[config.mk]
export PLATFORM = sky130hd
export DESIGN_NAME = riscv_issue_scheduler
export DESIGN_NICKNAME = d
export VERILOG_FILES = /design/src/rtl/riscv_issue_scheduler_pkg.sv /design/src/rtl/riscv_issue_scheduler_scoreboard.sv /design/src/rtl/riscv_issue_scheduler.sv
export SDC_FILE = /design/constraint.sdc
export NUM_CORES = 1
export LEC_CHECK = 0
export BUFFER_PORTS_ARGS = -buffer_cell sky130_fd_sc_hd__buf_2
export CORE_MARGIN = 2
export CORE_UTILIZATION = 50
export DETAILED_ROUTE_END_ITERATION = 8
export PLACE_DENSITY = 0.81
export SETUP_SLACK_MARGIN = 0.2
export SLEW_MARGIN = 20
export SYNTH_ARGS = -nofsm -noshare
export SYNTH_HDL_FRONTEND = slang
export SYNTH_HIERARCHICAL = 1
export SYNTH_SLANG_ARGS = --single-unit
[constraint.sdc]
create_clock -name clk_i -period 8.87 [get_ports clk_i]
set_input_delay 1.3305 -clock clk_i [delete_from_list [all_inputs] [get_ports clk_i]]
set_output_delay 1.3305 -clock clk_i [all_outputs]
set_load 0.05 [all_outputs]
[src/rtl/riscv_issue_scheduler_pkg.sv]
// Shared definitions for the issue scheduler: register index width, FSM encodings
// and the decoded slot bundle with invalid/unsupported classes folded into csr.
package riscv_defs;

    localparam int REG_IDX_W = 5;
    localparam int NUM_REGS  = 1 << REG_IDX_W;

    localparam logic [1:0] ST_RUN    = 2'd0;
    localparam logic [1:0] ST_DRAIN  = 2'd1;
    localparam logic [1:0] ST_SERIAL = 2'd2;

    typedef struct packed {
        logic                 valid;
        logic                 lsu;
        logic                 branch;
        logic                 mul;
        logic                 div;
        logic                 csr;
        logic                 writes_rd;
        logic [REG_IDX_W-1:0] rd;
        logic [REG_IDX_W-1:0] rs1;
        logic [REG_IDX_W-1:0] rs2;
    } slot_t;

    // A slot with no class flag, or a mul/div the core cannot execute, traps through csr.
    function automatic slot_t decode_slot(
        input logic                 valid,
        input logic                 exec,
        input logic                 lsu,
        input logic                 branch,
        input logic                 mul,
        input logic                 div,
        input logic                 csr,
        input logic                 writes_rd,
        input logic [REG_IDX_W-1:0] rd,
        input logic [REG_IDX_W-1:0] rs1,
        input logic [REG_IDX_W-1:0] rs2,
        input logic                 muldiv_en
    );
        slot_t s;
        s.valid     = valid;
        s.lsu       = lsu;
        s.branch    = branch;
        s.mul       = mul & muldiv_en;
        s.div       = div & muldiv_en;
        s.csr       = csr | ((mul | div) & ~muldiv_en)
                    | ~(exec | lsu | branch | mul | div | csr);
        s.writes_rd = writes_rd;
        s.rd        = rd;
        s.rs1       = rs1;
        s.rs2       = rs2;
        return s;
    endfunction

endpackage

[src/rtl/riscv_issue_scheduler_scoreboard.sv]
// Pending-writeback mask for long-latency results: two set ports (issue), two clear
// ports (writeback), set wins on collision, x0 never pending.
module riscv_scoreboard
    import riscv_defs::*;
(
    input  logic                   clk,
    input  logic                   rst_n,
    input  logic [1:0]             set_en,
    input  logic [2*REG_IDX_W-1:0] set_idx,
    input  logic [1:0]             clr_en,
    input  logic [2*REG_IDX_W-1:0] clr_idx,
    input  logic [REG_IDX_W-1:0]   s0_ra,
    input  logic [REG_IDX_W-1:0]   s0_rb,
    input  logic [REG_IDX_W-1:0]   s1_ra,
    input  logic [REG_IDX_W-1:0]   s1_rb,
    output logic                   s0_ra_busy,
    output logic                   s0_rb_busy,
    output logic                   s1_ra_busy,
    output logic                   s1_rb_busy,
    output logic [NUM_REGS-1:0]    pending
);

    logic [NUM_REGS-1:0] pending_next;

    always_comb begin
        pending_next = pending;
        for (int k = 0; k < 2; k++) begin
            if (clr_en[k]) pending_next[clr_idx[k*REG_IDX_W +: REG_IDX_W]] = 1'b0;
        end
        for (int k = 0; k < 2; k++) begin
            if (set_en[k]) pending_next[set_idx[k*REG_IDX_W +: REG_IDX_W]] = 1'b1;
        end
        pending_next[0] = 1'b0;
    end

    always_ff @(posedge clk or negedge rst_n) begin
        if (!rst_n) pending <= '0;
        else        pending <= pending_next;
    end

    assign s0_ra_busy = pending[s0_ra];
    assign s0_rb_busy = pending[s0_rb];
    assign s1_ra_busy = pending[s1_ra];
    assign s1_rb_busy = pending[s1_rb];

endmodule

[src/rtl/riscv_issue_scheduler.sv]
// Two-slot in-order issue scheduler: scoreboard hazards, divider occupancy and
// csr serialisation through a RUN/DRAIN/SERIAL state machine.
module riscv_issue_scheduler
    import riscv_defs::*;
#(
    parameter int DUAL_ISSUE     = 1,
    parameter int SUPPORT_MULDIV = 1
) (
    input  logic                   clk_i,
    input  logic                   rst_ni,
    input  logic                   s0_valid_i,
    input  logic                   s0_exec_i,
    input  logic                   s0_lsu_i,
    input  logic                   s0_branch_i,
    input  logic                   s0_mul_i,
    input  logic                   s0_div_i,
    input  logic                   s0_csr_i,
    input  logic                   s0_writes_rd_i,
    input  logic [REG_IDX_W-1:0]   s0_rd_i,
    input  logic [REG_IDX_W-1:0]   s0_rs1_i,
    input  logic [REG_IDX_W-1:0]   s0_rs2_i,
    input  logic                   s1_valid_i,
    input  logic                   s1_exec_i,
    input  logic                   s1_lsu_i,
    input  logic                   s1_branch_i,
    input  logic                   s1_mul_i,
    input  logic                   s1_div_i,
    input  logic                   s1_csr_i,
    input  logic                   s1_writes_rd_i,
    input  logic [REG_IDX_W-1:0]   s1_rd_i,
    input  logic [REG_IDX_W-1:0]   s1_rs1_i,
    input  logic [REG_IDX_W-1:0]   s1_rs2_i,
    input  logic                   stall_i,
    input  logic                   flush_i,
    input  logic [1:0]             wb_valid_i,
    input  logic [2*REG_IDX_W-1:0] wb_rd_i,
    input  logic                   div_done_i,
    input  logic                   csr_done_i,
    output logic                   s0_issue_o,
    output logic                   s1_issue_o,
    output logic                   div_busy_o,
    output logic [NUM_REGS-1:0]    sb_pending_o,
    output logic [1:0]             fsm_state_o
);

    localparam logic MULDIV_EN = (SUPPORT_MULDIV != 0);
    localparam logic DUAL_EN   = (DUAL_ISSUE != 0);

    slot_t s0, s1;
    assign s0 = decode_slot(s0_valid_i, s0_exec_i, s0_lsu_i, s0_branch_i, s0_mul_i, s0_div_i,
                            s0_csr_i, s0_writes_rd_i, s0_rd_i, s0_rs1_i, s0_rs2_i, MULDIV_EN);
    assign s1 = decode_slot(s1_valid_i, s1_exec_i, s1_lsu_i, s1_branch_i, s1_mul_i, s1_div_i,
                            s1_csr_i, s1_writes_rd_i, s1_rd_i, s1_rs1_i, s1_rs2_i, MULDIV_EN);

    logic [1:0]          state, state_next;
    logic                div_busy;
    logic [NUM_REGS-1:0] pending;
    logic                s0_ra_busy, s0_rb_busy, s1_ra_busy, s1_rb_busy;
    logic                s0_ready, s1_ready, quiet, go;
    logic                s0_issue, s1_issue, pair_conflict, raw_hazard;
    logic [1:0]          set_en;

    riscv_scoreboard u_scoreboard (
        .clk        (clk_i),
        .rst_n      (rst_ni),
        .set_en     (set_en),
        .set_idx    ({s1.rd, s0.rd}),
        .clr_en     (wb_valid_i),
        .clr_idx    (wb_rd_i),
        .s0_ra      (s0.rs1),
        .s0_rb      (s0.rs2),
        .s1_ra      (s1.rs1),
        .s1_rb      (s1.rs2),
        .s0_ra_busy (s0_ra_busy),
        .s0_rb_busy (s0_rb_busy),
        .s1_ra_busy (s1_ra_busy),
        .s1_rb_busy (s1_rb_busy),
        .pending    (pending)
    );

    // x0 is never pending, so the rd lookup needs no explicit x0 exclusion.
    assign s0_ready = s0.valid && !s0_ra_busy && !s0_rb_busy && !pending[s0.rd]
                      && !(s0.div && div_busy);
    assign s1_ready = s1.valid && !s1_ra_busy && !s1_rb_busy && !pending[s1.rd]
                      && !(s1.div && div_busy);
    assign quiet    = (pending == '0) && !div_busy;
    assign go       = rst_ni && !stall_i && !flush_i;

    always_comb begin
        s0_issue   = 1'b0;
        state_next = state;
        case (state)
            ST_RUN: begin
                if (s0.valid && s0.csr) begin
                    if (!quiet) begin
                        if (!flush_i) state_next = ST_DRAIN;
                    end else if (go && s0_ready) begin
                        s0_issue   = 1'b1;
                        state_next = ST_SERIAL;
                    end
                end else if (go && s0_ready) begin
                    s0_issue = 1'b1;
                end
            end
            ST_DRAIN: begin
                if (flush_i) begin
                    state_next = ST_RUN;
                end else if (s0.valid && s0.csr && quiet && go && s0_ready) begin
                    s0_issue   = 1'b1;
                    state_next = ST_SERIAL;
                end
            end
            ST_SERIAL: begin
                if (csr_done_i) state_next = ST_RUN;
            end
            default: state_next = ST_RUN;
        endcase
    end

    assign pair_conflict = (s0.lsu && s1.lsu) || (s0.mul && s1.mul) || (s0.div && s1.div);
    assign raw_hazard    = s0.writes_rd && (s0.rd != '0)
                           && ((s0.rd == s1.rs1) || (s0.rd == s1.rs2) || (s0.rd == s1.rd));
    assign s1_issue      = s0_issue && DUAL_EN && s1_ready
                           && !(s0.csr || s1.csr || s0.branch || s1.branch)
                           && !pair_conflict && !raw_hazard;

    assign set_en[0] = s0_issue && ((s0.lsu && s0.writes_rd) || s0.mul || s0.div) && (s0.rd != '0);
    assign set_en[1] = s1_issue && ((s1.lsu && s1.writes_rd) || s1.mul || s1.div) && (s1.rd != '0);

    always_ff @(posedge clk_i or negedge rst_ni) begin
        if (!rst_ni) begin
            state    <= ST_RUN;
            div_busy <= 1'b0;
        end else begin
            state <= state_next;
            if ((s0_issue && s0.div) || (s1_issue && s1.div)) div_busy <= 1'b1;
            else if (div_done_i)                              div_busy <= 1'b0;
        end
    end

    assign s0_issue_o   = s0_issue;
    assign s1_issue_o   = s1_issue;
    assign div_busy_o   = div_busy;
    assign sb_pending_o = pending;
    assign fsm_state_o  = state;

endmodule

# Yosys cells after proc, flatten, opt, wreduce, memory -nomap -nowiden
# Cells that the tools add are included.
# word_totals
wordCells	156
regBits	34
output_inout_bits	37
# op_classes
n_reduce_logical	71
n_bitwise	20
eq_ne	10
order_cmp	12
n_mux	40
# op_table
operator	count
2-to-1 mux 32 bit	4
AND 32 bit	2
NOT 32 bit	2
OR 32 bit	2
less-than comparator 5 x 6 -> 1 bit, second input constant	8
logical AND 1 bit	39
logical NOT 32 bit	1
binary-select mux 1 bit (select 5 bit)	6
demux 1 bit (select 5 bit)	4
greater-or-equal comparator 5 x 1 -> 1 bit, second input constant	4
2-to-1 mux 1 bit	17
equality test 5 bit	3
logical NOT 1 bit	14
2-to-1 mux 2 bit	7
logical OR 1 bit	12
OR 1 bit	12
nonzero test 5 bit	2
inequality test 3 bit, second input constant	3
one-hot mux 2 bit (3 select lines)	1
AND reduction 5 bit	1
inequality test 2 bit, second input constant	2
equality test 2 x 1 -> 1 bit, second input constant	1
equality test 2 bit, second input constant	1
logical NOT 2 bit	1
other kinds (3)	4

# Depth between registers and ports, before layout
# depth
ltp_word	21
mapped_depth	15

# Hierarchy
# Netlist, hierarchy kept.
# modules_own_cells
module	cells_each	area_each_um2	seq_area_each_um2	instances
riscv_scoreboard	332	3066.7	775.7	1
riscv_issue_scheduler	138	1209.9	75.1	1

# Least setup slack after synthesis
# OpenSTA, ideal clock, no wires.
# synth_timing
path_type	input-to-output
start	in s0_rs1_i[1]
end	out s1_issue_o
path_slack_ns	3.129
n_path_buf	1
required_ns	7.539
stages	10
arrival_time_ns	4.411
path_cell_list	buf_6 mux4_1 o2111ai_1 nand4_1 nor4b_1 nand4b_1 nor2_1 nor4b_4 o311ai_1 nor2_1
# synth_via
elab_chain_cells	16
word_cells_on_any_way	19
classes_between	mux (8); reduce/logical (11)
# synth_rtl
element	line_no	text
start, declared	riscv_issue_scheduler.sv:20	input logic [REG_IDX_W-1:0] s0_rs1_i,
binary-select mux 1 bit (select 5 bit) (*)	riscv_issue_scheduler_scoreboard.sv:41	assign s0_ra_busy = pending[s0_ra];
2-to-1 mux 1 bit (implied by the code) (*)	riscv_issue_scheduler_scoreboard.sv:41	
named net s0_ra_busy	riscv_issue_scheduler.sv:58	logic s0_ra_busy, s0_rb_busy, s1_ra_busy, s1_rb_busy;
logical NOT 1 bit (*)	riscv_issue_scheduler.sv:82	assign s0_ready = s0.valid && !s0_ra_busy && !s0_rb_busy && !pending[s0.rd]
logical AND 1 bit (*) (3 in a row)	riscv_issue_scheduler.sv:82	
logical AND 1 bit (*)	riscv_issue_scheduler.sv:83	&& !(s0.div && div_busy);
logical AND 1 bit	riscv_issue_scheduler.sv:97, riscv_issue_scheduler.sv:101	
2-to-1 mux 1 bit	riscv_issue_scheduler.sv:97, riscv_issue_scheduler.sv:101	
2-to-1 mux 1 bit	riscv_issue_scheduler.sv:95	if (!quiet) begin
2-to-1 mux 1 bit	riscv_issue_scheduler.sv:94	if (s0.valid && s0.csr) begin
one-hot mux 1 bit (2 select lines) (*)	riscv_issue_scheduler.sv:92	case (state)
named net s0_issue_o	riscv_issue_scheduler.sv:39	output logic s0_issue_o,
logical AND 1 bit (*)	riscv_issue_scheduler.sv:123	assign s1_issue = s0_issue && DUAL_EN && s1_ready
logical AND 1 bit (*)	riscv_issue_scheduler.sv:124	&& !(s0.csr || s1.csr || s0.branch || s1.branch)
logical AND 1 bit (*) (2 in a row)	riscv_issue_scheduler.sv:125	&& !pair_conflict && !raw_hazard;
end, declared	riscv_issue_scheduler.sv:40	output logic s1_issue_o,
# Mark *: on every way through the listed nets, which the timed path passes. The rest lies on a longest branch. The select of a mux whose other input is x is not followed.

# Worst setup path after layout
# layout_timing
start	in s0_rs1_i[1]
end	out s1_issue_o
# layout_via
elab_chain_cells	16
word_cells_on_any_way	19
classes_between	mux (8); reduce/logical (11)
# layout_rtl
element	line_no
binary-select mux 1 bit (select 5 bit) (*)	riscv_issue_scheduler_scoreboard.sv:41
2-to-1 mux 1 bit (implied by the code) (*)	riscv_issue_scheduler_scoreboard.sv:41
named net s0_ra_busy	riscv_issue_scheduler.sv:58
logical NOT 1 bit (*)	riscv_issue_scheduler.sv:82
logical AND 1 bit (*) (3 in a row)	riscv_issue_scheduler.sv:82
logical AND 1 bit (*)	riscv_issue_scheduler.sv:83
logical AND 1 bit	riscv_issue_scheduler.sv:97, riscv_issue_scheduler.sv:101
2-to-1 mux 1 bit	riscv_issue_scheduler.sv:97, riscv_issue_scheduler.sv:101
2-to-1 mux 1 bit	riscv_issue_scheduler.sv:95
2-to-1 mux 1 bit	riscv_issue_scheduler.sv:94
one-hot mux 1 bit (2 select lines) (*)	riscv_issue_scheduler.sv:92
logical AND 1 bit (*)	riscv_issue_scheduler.sv:123
logical AND 1 bit (*)	riscv_issue_scheduler.sv:124
logical AND 1 bit (*) (2 in a row)	riscv_issue_scheduler.sv:125
# Marked as above.

==> impl_metrics.json <==
{
  "outcome": "completed",
  "cts_inserted_buffers": 5,
  "whs_ps": 509,
  "synth_edf_count": 0,
  "grt_max_degree": 36,
  "synth_nets": 534,
  "clock-root-buffer": "clkbuf_8",
  "dieArea_um2": 9310,
  "remaining_drc_errors": 0,
  "grt_pass1_wl_um": 23500,
  "start_kind": "input port",
  "antenna_found_initial": 0,
  "cts.sinks": 34,
  "placed_area_um2": 4710,
  "cap_violations": 0,
  "drt_iter0_drc": 643,
  "tightest_slew_ps": 791,
  "r2r_start": "u_scoreboard/pending[7]",
  "drive_gt1_share_pct": 24.5,
  "post_synth_num_cell_types": 51,
  "drv_slew": 0,
  "finalNonFillerCells": 652,
  "cts_tree": "built",
  "io_buffers": 99,
  "finClkSkew_ps": 17.2,
  "hold-path-cell-count": 1,
  "setup_tns_ps": 0,
  "dp.cells": 644,
  "cts_max_path_buffers": 2,
  "crit_required_ps": 7540,
  "critPathArrivalTime_ps": 3970,
  "core_um2": 8260,
  "startpoint": "s0_rs1_i[1]",
  "syn_avg_cell_area_um2": 9.10,
  "die-height_um": 96.5,
  "p_leak_nw": 2.14,
  "dieWidth_um": 96.5,
  "critPathKind": "input port to primary output",
  "power.density_nw_per_um2": 89.7,
  "setup_viol": 0,
  "drt_wl_total_um": 15600,
  "finalHoldViolations": 0,
  "critPathMaxFanout": 10,
  "ctsResizeCount": 0,
  "h-tree-depth": 2,
  "num_io_pins": 101,
  "postSynthCellCount": 470,
  "worstHoldPathType": "flip-flop to flip-flop",
  "final_common_cell": "buf_2",
  "rsz0062_at_grt": "false",
  "utilization_pct": 58.1,
  "std_cell_rows": 33,
  "vias_per_cell": 7.46,
  "area_growth_pct": 12.3,
  "timing.slew.headroom_pct": 47.3,
  "wire_per_inst_um": 24.0,
  "vias": 4862,
  "nFillCells": 742,
  "synth_ff_type": "dfrtp_1",
  "place_hpwl_um": 10600,
  "cp-end-kind": "primary output",
  "drtPass1Iterations": 5,
  "r2r-end": "u_scoreboard/pending[12]",
  "syn_area_um2": 4280,
  "max_freq_mhz": 188,
  "post_cts_buffers": 0,
  "endpoint": "s1_issue_o",
  "yosys_warnings": 6,
  "clkLatencyLatePin_ps": 300,
  "timing.final.ws_setup_ps": 3560,
  "design_area_um2": 4800,
  "ys_ff_latch": 34,
  "yosysSeqAreaShare_pct": 19.9,
  "cts_hold_buf": 0,
  "grt_pass1_vias": 4374,
  "track_usage_pct": 33.7,
  "async_flop_share_pct": 100,
  "finalWeightedCongestion": 0.925,
  "antennaDiodeCount": 0,
  "ir_worst_vdd_uv": 106,
  "r2r_cells": 13,
  "cts.clk_slew.worst_paths_ps": 80,
  "overflow": 0,
  "pre_cts_ws_ps": 3580,
  "ff2ff_setup_slack_ps": 4850,
  "final_cell_mix": "buf_2, mux2i_1, a22oi_1",
  "min_period_over_period_pct": 59.8,
  "nets": 610,
  "drtAntennaViolNets": 0,
  "regArea_um2": 851,
  "initial_core_util_pct": 51.8,
  "p_total_mw": 0.431,
  "multi_input_area_um2": 3200,
  "period_minus_slack_ps": 5310
}
kinds of logic (layout without fill, tap and decap cells):
group           count (synthesis)  in the layout  share of synthesized area [%]
xor+xnor                       15             15                           3.07
other cells                     1              1                         0.0877
buf+inv                        38            115                           5.24
simple gates                  176            176                           24.4
flops                          34             34                           19.9
compound gates                130            130                           22.4
mux                            76             76                           24.9
flip-flops by register name (all words and copies together), names as in the netlist:
| signal | cells |
|---|---|
| div_busy_o | 1 |
| fsm_state_o | 2 |
| u_scoreboard/pending | 31 |
critical path, cell delays in order:
cell and delay [ps]:
buf_2 180, mux4_1 560, o2111ai_1 210, nand4_1 170, nor4b_1 310, nand4b_1 180, nor2_1 120, nor4b_4 270
o311ai_1 240, nor2_1 130, buf_2 270
routing by layer:
layer  track usage, %  wire length (um)
met5                0                 0
met4             17.7               678
met3             6.75              2230
met2             50.6              6950
met1             45.9              5770
cell type report:
type	instances	share of cell area (%)
Multi-Input combinational cell	398	66.7
Sequential cell	34	17.7
Timing Repair Buffer	99	10.3
Inverter	8	0.625
Clock inverter	1	0.104
Clock buffer	7	1.80
Tap cell	105	2.74
Yosys cell counts, types with 2 or more instances:
master | instances | area (um^2)
nor2b_1 | 7 | 43.8
o221ai_1 | 23 | 201
nor3b_2 | 5 | 62.6
mux4_2 | 19 | 428
a21oi_1 | 16 | 80.1
dfrtp_1 | 34 | 851
nand2b_1 | 8 | 50.1
nand4b_1 | 4 | 35.0
xnor2_1 | 7 | 61.3
nand2_1 | 40 | 150
nand3_1 | 23 | 115
o2111ai_1 | 4 | 35.0
o211ai_1 | 6 | 45.0
or3_1 | 3 | 18.8
or3b_1 | 4 | 35.0
buf_2 | 8 | 40.0
a21o_1 | 9 | 67.6
mux2i_1 | 53 | 531
and2_1 | 2 | 12.5
nor3b_1 | 3 | 22.5
o22ai_1 | 8 | 50.1
a211oi_1 | 5 | 37.5
inv_1 | 8 | 30.0
nand4_1 | 6 | 37.5
o31ai_1 | 4 | 30.0
mux4_1 | 4 | 105
and3_1 | 4 | 25.0
nor2_1 | 22 | 82.6
nand3b_1 | 10 | 75.1
buf_6 | 9 | 101
clkbuf_1 | 11 | 41.3
xor2_1 | 8 | 70.1
nor4_2 | 2 | 25.0
and2b_1 | 4 | 30.0
nor4_1 | 8 | 50.1
nor4b_1 | 2 | 17.5
and3b_1 | 8 | 70.1
a22oi_1 | 49 | 368
nor3_1 | 8 | 40.0
how the worst min path moves through the flow:
stage / end / start / slack [ps]
floorplan: fsm_state_o[1] / fsm_state_o[1] / 780
global placement: fsm_state_o[0] / fsm_state_o[1] / 500
detailed placement: fsm_state_o[0] / fsm_state_o[1] / 500
CTS: fsm_state_o[0] / fsm_state_o[1] / 510
global route: fsm_state_o[0] / fsm_state_o[1] / 550
finish: fsm_state_o[0] / fsm_state_o[1] / 510
power breakdown:
part	total (mW)	switching (mW)	leakage, nW	internal [mW]
registers	0.169	0.0113	0.473	0.158
clock network	0.124	0.0608	0.0482	0.0627
logic	0.138	0.0857	1.62	0.0522
No activity file was read; power rests on OpenSTA's default activity.
